## src/rtl/issue_hold_buffer_if.sv

```systemverilog
// Decode-to-execute issue handshake bundle for issue_hold_buffer.
// master = decode/hazard side, slave = the hold buffer.
interface issue_hold_if #(
  parameter int OPCODE_W  = 7,
  parameter int PAYLOAD_W = 64
);
  logic                 dec_valid;
  logic [OPCODE_W-1:0]  dec_opcode;
  logic [PAYLOAD_W-1:0] dec_payload;
  logic                 stall_req;
  logic                 flush;
  logic                 dec_ready;
  logic                 exe_valid;
  logic [OPCODE_W-1:0]  exe_opcode;
  logic [PAYLOAD_W-1:0] exe_payload;

  modport master (
    output dec_valid,
    output dec_opcode,
    output dec_payload,
    output stall_req,
    output flush,
    input  dec_ready,
    input  exe_valid,
    input  exe_opcode,
    input  exe_payload
  );

  modport slave (
    input  dec_valid,
    input  dec_opcode,
    input  dec_payload,
    input  stall_req,
    input  flush,
    output dec_ready,
    output exe_valid,
    output exe_opcode,
    output exe_payload
  );
endinterface

```

## src/rtl/issue_hold_buffer.sv

```systemverilog
// Load-use stall buffer between decode and execute; inserts LOAD_LATENCY bubbles.
// Define ISSUE_HOLD_STATS_EN to add the stall_cycles counter output.
module issue_hold_buffer #(
  parameter int LOAD_LATENCY = 1,
  parameter int PAYLOAD_W    = 64,
  parameter int OPCODE_W     = 7
) (
  input  logic        clk,
  input  logic        rst,
`ifdef ISSUE_HOLD_STATS_EN
  output logic [31:0] stall_cycles,
`endif
  issue_hold_if.slave bus
);

  localparam int CNT_W = $clog2(LOAD_LATENCY + 1);
  localparam logic [CNT_W-1:0] LL_C = CNT_W'(LOAD_LATENCY);
  localparam logic [CNT_W-1:0] ONE_C = CNT_W'(1);

  if (LOAD_LATENCY < 1 || LOAD_LATENCY > 15) begin : g_bad_ll
    $error("issue_hold_buffer: LOAD_LATENCY must be 1..15");
  end

  typedef enum logic {
    PASS = 1'b0,
    HOLD = 1'b1
  } state_t;

  state_t               r_state;
  state_t               w_state;
  logic [CNT_W-1:0]     r_cnt;
  logic [CNT_W-1:0]     w_cnt;

  logic                 r_hold_v;
  logic [OPCODE_W-1:0]  r_hold_op;
  logic [PAYLOAD_W-1:0] r_hold_pl;
  logic                 w_hold_v;
  logic [OPCODE_W-1:0]  w_hold_op;
  logic [PAYLOAD_W-1:0] w_hold_pl;

  logic                 r_exe_v;
  logic [OPCODE_W-1:0]  r_exe_op;
  logic [PAYLOAD_W-1:0] r_exe_pl;
  logic                 w_exe_v;
  logic [OPCODE_W-1:0]  w_exe_op;
  logic [PAYLOAD_W-1:0] w_exe_pl;

  logic                 w_stall_bub;

  always_ff @(posedge clk) begin
    if (rst) begin
      r_state   <= PASS;
      r_cnt     <= '0;
      r_hold_v  <= 1'b0;
      r_hold_op <= '0;
      r_hold_pl <= '0;
      r_exe_v   <= 1'b0;
      r_exe_op  <= '0;
      r_exe_pl  <= '0;
    end else begin
      r_state   <= w_state;
      r_cnt     <= w_cnt;
      r_hold_v  <= w_hold_v;
      r_hold_op <= w_hold_op;
      r_hold_pl <= w_hold_pl;
      r_exe_v   <= w_exe_v;
      r_exe_op  <= w_exe_op;
      r_exe_pl  <= w_exe_pl;
    end
  end

  // Everything defaults to a bubble; only real issues override exe_*.
  always_comb begin
    w_state     = r_state;
    w_cnt       = r_cnt;
    w_hold_v    = r_hold_v;
    w_hold_op   = r_hold_op;
    w_hold_pl   = r_hold_pl;
    w_exe_v     = 1'b0;
    w_exe_op    = '0;
    w_exe_pl    = '0;
    w_stall_bub = 1'b0;
    if (bus.flush) begin
      w_state   = PASS;
      w_cnt     = '0;
      w_hold_v  = 1'b0;
      w_hold_op = '0;
      w_hold_pl = '0;
    end else begin
      unique case (r_state)
        PASS: begin
          if (bus.stall_req) begin
            if (bus.dec_valid) begin
              w_hold_v    = 1'b1;
              w_hold_op   = bus.dec_opcode;
              w_hold_pl   = bus.dec_payload;
              w_cnt       = LL_C;
              w_state     = HOLD;
              w_stall_bub = 1'b1;
            end
          end else if (bus.dec_valid) begin
            w_exe_v  = 1'b1;
            w_exe_op = bus.dec_opcode;
            w_exe_pl = bus.dec_payload;
          end
        end
        HOLD: begin
          if (r_cnt > ONE_C) begin
            w_cnt       = r_cnt - ONE_C;
            w_stall_bub = 1'b1;
          end else begin
            w_exe_v   = r_hold_v;
            w_exe_op  = r_hold_op;
            w_exe_pl  = r_hold_pl;
            w_hold_v  = 1'b0;
            w_hold_op = '0;
            w_hold_pl = '0;
            w_cnt     = '0;
            w_state   = PASS;
          end
        end
      endcase
    end
  end

  assign bus.dec_ready   = (r_state == PASS) && !bus.stall_req;
  assign bus.exe_valid   = r_exe_v;
  assign bus.exe_opcode  = r_exe_op;
  assign bus.exe_payload = r_exe_pl;

`ifdef ISSUE_HOLD_STATS_EN
  logic [31:0] r_stall_cycles;

  always_ff @(posedge clk) begin
    if (rst) begin
      r_stall_cycles <= '0;
    end else if (w_stall_bub && (r_stall_cycles != 32'hFFFF_FFFF)) begin
      r_stall_cycles <= r_stall_cycles + 32'd1;
    end
  end

  assign stall_cycles = r_stall_cycles;
`endif

endmodule

```

## src/flat_wrapper.sv

```systemverilog
// flat-port wrapper written by rule: the top's interface ports become plain ports
module issue_hold_buffer_flat 
#(
  parameter int LOAD_LATENCY = 1,
  parameter int PAYLOAD_W    = 64,
  parameter int OPCODE_W     = 7
)
  (clk, rst, bus_dec_valid, bus_dec_opcode, bus_dec_payload, bus_stall_req, bus_flush, bus_dec_ready, bus_exe_valid, bus_exe_opcode, bus_exe_payload);
  issue_hold_if #(.OPCODE_W(OPCODE_W), .PAYLOAD_W(PAYLOAD_W)) bus_i ();
  input  logic clk;
  input  logic rst;
  input wire logic [$bits(bus_i.dec_valid)-1:0] bus_dec_valid;
  input wire logic [$bits(bus_i.dec_opcode)-1:0] bus_dec_opcode;
  input wire logic [$bits(bus_i.dec_payload)-1:0] bus_dec_payload;
  input wire logic [$bits(bus_i.stall_req)-1:0] bus_stall_req;
  input wire logic [$bits(bus_i.flush)-1:0] bus_flush;
  output wire logic [$bits(bus_i.dec_ready)-1:0] bus_dec_ready;
  output wire logic [$bits(bus_i.exe_valid)-1:0] bus_exe_valid;
  output wire logic [$bits(bus_i.exe_opcode)-1:0] bus_exe_opcode;
  output wire logic [$bits(bus_i.exe_payload)-1:0] bus_exe_payload;
  assign bus_i.dec_valid = bus_dec_valid;
  assign bus_i.dec_opcode = bus_dec_opcode;
  assign bus_i.dec_payload = bus_dec_payload;
  assign bus_i.stall_req = bus_stall_req;
  assign bus_i.flush = bus_flush;
  assign bus_dec_ready = bus_i.dec_ready;
  assign bus_exe_valid = bus_i.exe_valid;
  assign bus_exe_opcode = bus_i.exe_opcode;
  assign bus_exe_payload = bus_i.exe_payload;
  issue_hold_buffer #(.LOAD_LATENCY(LOAD_LATENCY), .PAYLOAD_W(PAYLOAD_W), .OPCODE_W(OPCODE_W)) u_core (.clk(clk), .rst(rst), .bus(bus_i));
endmodule
```

## config.mk

```make
export PLATFORM = sky130hd
export DESIGN_NAME = issue_hold_buffer_flat
export DESIGN_NICKNAME = d
export VERILOG_FILES = /design/src/rtl/issue_hold_buffer_if.sv /design/src/rtl/issue_hold_buffer.sv /design/src/flat_wrapper.sv
export SDC_FILE = /design/constraint.sdc
export NUM_CORES = 1
export LEC_CHECK = 0
export BUFFER_PORTS_ARGS = -buffer_cell sky130_fd_sc_hd__buf_2
export CAP_MARGIN = 20
export CORE_MARGIN = 2
export CORE_UTILIZATION = 40
export CTS_CLUSTER_DIAMETER = 120
export DETAILED_ROUTE_END_ITERATION = 7
export GPL_TIMING_DRIVEN = 0
export HOLD_SLACK_MARGIN = 0.05
export MAX_ROUTING_LAYER = met4
export PLACE_DENSITY = 0.73
export SYNTH_ARGS = -nofsm -noshare
export SYNTH_HDL_FRONTEND = slang
export SYNTH_SLANG_ARGS = --single-unit
```

## constraint.sdc

```tcl
create_clock -name clk -period 2.1 [get_ports clk]
set_input_delay 0.105 -clock clk [delete_from_list [all_inputs] [get_ports clk]]
set_output_delay 0.105 -clock clk [all_outputs]
set_load 0.005 [all_outputs]
```

==> impl_metrics.csv <==
group,metric,value,unit
power,power_density,768,nW/um2
hold_path,hold_path_class,"input port to register",
cells_and_area,multi_input_area,2970,um2
sta,period_minus_slack,1550,ps
floorplan,die_y,129,um
outcome,status,"completed",
yosys,syn-num-nets,658,
placed_design,dpl.hpwl,11000,um
power,power.internal,4.99,mW
sta,period_share,73.7,%
global_route,grt_max_degree,17,
placed_design,place.port_buffers,147,
cells_and_area,syn_to_final_growth,36.6,%
worst_setup_path,slowest_stage,"dfxtp_1",
floorplan,initial_core_util,41.2,%
power,p_sw,1.61,mW
power,power,6.60,mW
worst_setup_path,worstPathCellList,"buf_4 -> buf_6 -> nor2_1 -> buf_2",
global_route,overflow,0,
floorplan,core.rowCount,45,
worst_setup_path,end_kind,"output port",
power,peakVddDrop,0.726,mV
sta,relSlewSlack,62.5,%
power,p_clk_share,46.5,%
yosys,synth.ff_latch_count,145,
global_route,grt_pass1_vias,5434,
global_route,grt_first_pass_wirelength,27600,um
placed_design,place_congestion,0.782,
route,ant_nets,0,
worst_setup_path,path_buf_inv,3,
run,maxCapViolCount,0,
route,dr.pass1.iters,4,
floorplan,num_io_pins,149,
sta,setup_viol,0,
yosys,yosysTopAreaCell,"dfxtp_1",
placed_design,place_area,7290,um2
worst_setup_path,worstPathArrival,1440,ps
sta,rsz0062_at_grt,"false",
cts,clkTransAtPathRegs,60,ps
power,power_frac_seq,42.9,%
route,drc,0,
worst_setup_path,slowest_delay,340,ps
sta,drv_slew,0,
yosys,synth_area_leaders,"dfxtp_1 (46%), a21bo_2 (11%), mux2i_1 (11%)",
worst_setup_path,path_max_fanout,10,
cts,cts_buffers,17,
sta,fmax,647,MHz
cells_and_area,diodes,0,
power,combinationalPowerShare,10.6,%
yosys,synthDistinctLibCells,18,
cells_and_area,seq_area,2900,um2
cells_and_area,nets,895,
yosys,synthesis.area,6290,um2
cells_and_area,drive_gt1_share,42.2,%
cts,cts_tree,"yes",
route,wl,17300,um
worst_setup_path,worstSetupPathType,"register to output port",
floorplan,fp.coreArea,15300,um2
sta,worstMarginPinSlew,562,ps
sta,tns,0,ps
cts,insertion_delay,420,ps
cts,ctsHtreeMaxLevel,4,
cts,cts.sinks,145,
worst_setup_path,cp-start-kind,"register",
route,drt_iter0_drc,274,
global_route,antenna_found_initial,0,
power,leakage,3.25,nW
cts,cts-root-buf,"clkbuf_16",
cts,clock_path_buffers,2,
worst_setup_path,required,2000,ps
yosys,yosys_warnings,0,
yosys,postSynthAreaPerCell,10.8,um2
route,num_vias,5317,
route,vias_per_cell,5.10,
cells_and_area,fin_area,8590,um2
floorplan,die-area,16700,um2
yosys,yosysSeqAreaShare,46.1,%
cells_and_area,fillers,1307,
worst_setup_path,critPathTopFamily,"buffers and inverters",
yosys,yosys.area.top_type_share,46.1,%
route,wl_per_cell,16.6,um
sta,hold_viol_final,0,
power,switching_share,24.5,%
floorplan,die_x,129,um
sta,fin_worst_skew,7.93,ps
yosys,synth_cells,582,
global_route,grtUsageTotal,21.8,%
[sequential cells by signal, indices dropped and copies added (netlist names)]
name / cells
u_core.bus.exe_payload: 64
u_core.r_hold_pl: 64
u_core.bus.exe_opcode: 7
u_core.r_hold_op: 7
u_core.bus.exe_valid: 1
u_core.r_cnt: 1
u_core.r_state: 1
[power groups by stage]
stage               clock, mW  combinational (mW)  sequential (mW)
finish                   3.07               0.702             2.83
global route             3.22               0.764             2.84
CTS                      3.10               0.697             2.83
detailed placement          0               0.589             2.89
global placement            0               0.587             2.89
floorplan                   0               0.361             2.89
[kinds of logic after synthesis]
| family | Yosys count | synth area share [%] |
|---|---|---|
| AOI/OAI and AO/OA | 215 | 29.7 |
| DFF | 145 | 46.1 |
| and+or+nand+nor | 79 | 6.28 |
| buffers and inverters | 72 | 6.60 |
| muxes | 71 | 11.3 |
[metal layers]
layer | up-vias | global-route usage [%] | wire length (um)
met1 | 2527 | 27.4 | 8000
met3 | 20 | 4.50 | 875
met5 | - | - | 0
met4 | 0 | 6.96 | 238
li1 | 2615 | - | -
met2 | 155 | 35.3 | 8220
[Yosys cell counts]
cell type,count
a21oi_1,4
or2_1,1
a211oi_1,72
a21bo_2,71
nor2b_1,1
clkbuf_1,38
nand2b_1,1
inv_2,1
buf_2,14
dfxtp_1,145
mux2i_1,71
or3_1,1
nor2_1,3
buf_6,15
nand2_1,1
nand3_1,71
buf_4,4
a21oi_2,68
[final cells by class]
cell class | count | area share, %
buffer | 71 | 4.79
sequential | 145 | 33.8
multi-input combinational | 365 | 34.6
timing repair buffer | 218 | 16.8
tap | 211 | 3.07
clock inverter | 14 | 1.91
inverter | 1 | 0.0437
clock buffer | 18 | 4.99
[worst paths after layout]
path                                startpoint                          to  slack, ps  cells after the start
worst max-delay path            u_core.r_state               bus_dec_ready        550                      4
worst min-delay path                 bus_flush        u_core.r_hold_pl[63]        210                      4
worst max register to register  u_core.r_state  u_core.bus.exe_payload[33]        600                      4
worst min register to register    u_core.r_cnt                u_core.r_cnt        480                      2
[per-stage QoR]
stage               std cells  utilization [%]  hold WS, ps  setup WS (ps)
detailed placement        940             47.8          395            621
floorplan                 582                -          268            980
global route             1043             56.3          230            500
finish                   1043             56.3          213            553
CTS                      1043             56.3          205            548
global placement          940             47.8          387            595
[what timing repair did]
item	CTS	global route
setup buffers	0	0
hold buffers	71	0
endpoints found under the hold margin	127	0
gates resized for setup	0	0
[placed cells by master, fill, tap and decap left out, types with 6 or more instances in the layout]
cell and instances:
clkinvlp_4 6, dfxtp_1 145, mux2i_1 71, a211oi_1 72, a21bo_2 71, clkbuf_16 17
clkbuf_1 39, buf_2 161, nand3_1 71, a21oi_2 68, buf_6 15, dlygate4sd3_1 71
[worst min-delay path, delay by kind of cell]
kind | cells | cell delay [ps]
buffers and inverters | 2 | 320
AND/OR/NAND/NOR | 1 | 100
AO/OA/AOI/OAI | 1 | 60
Note: power is estimated with default switching activity, not from simulation.
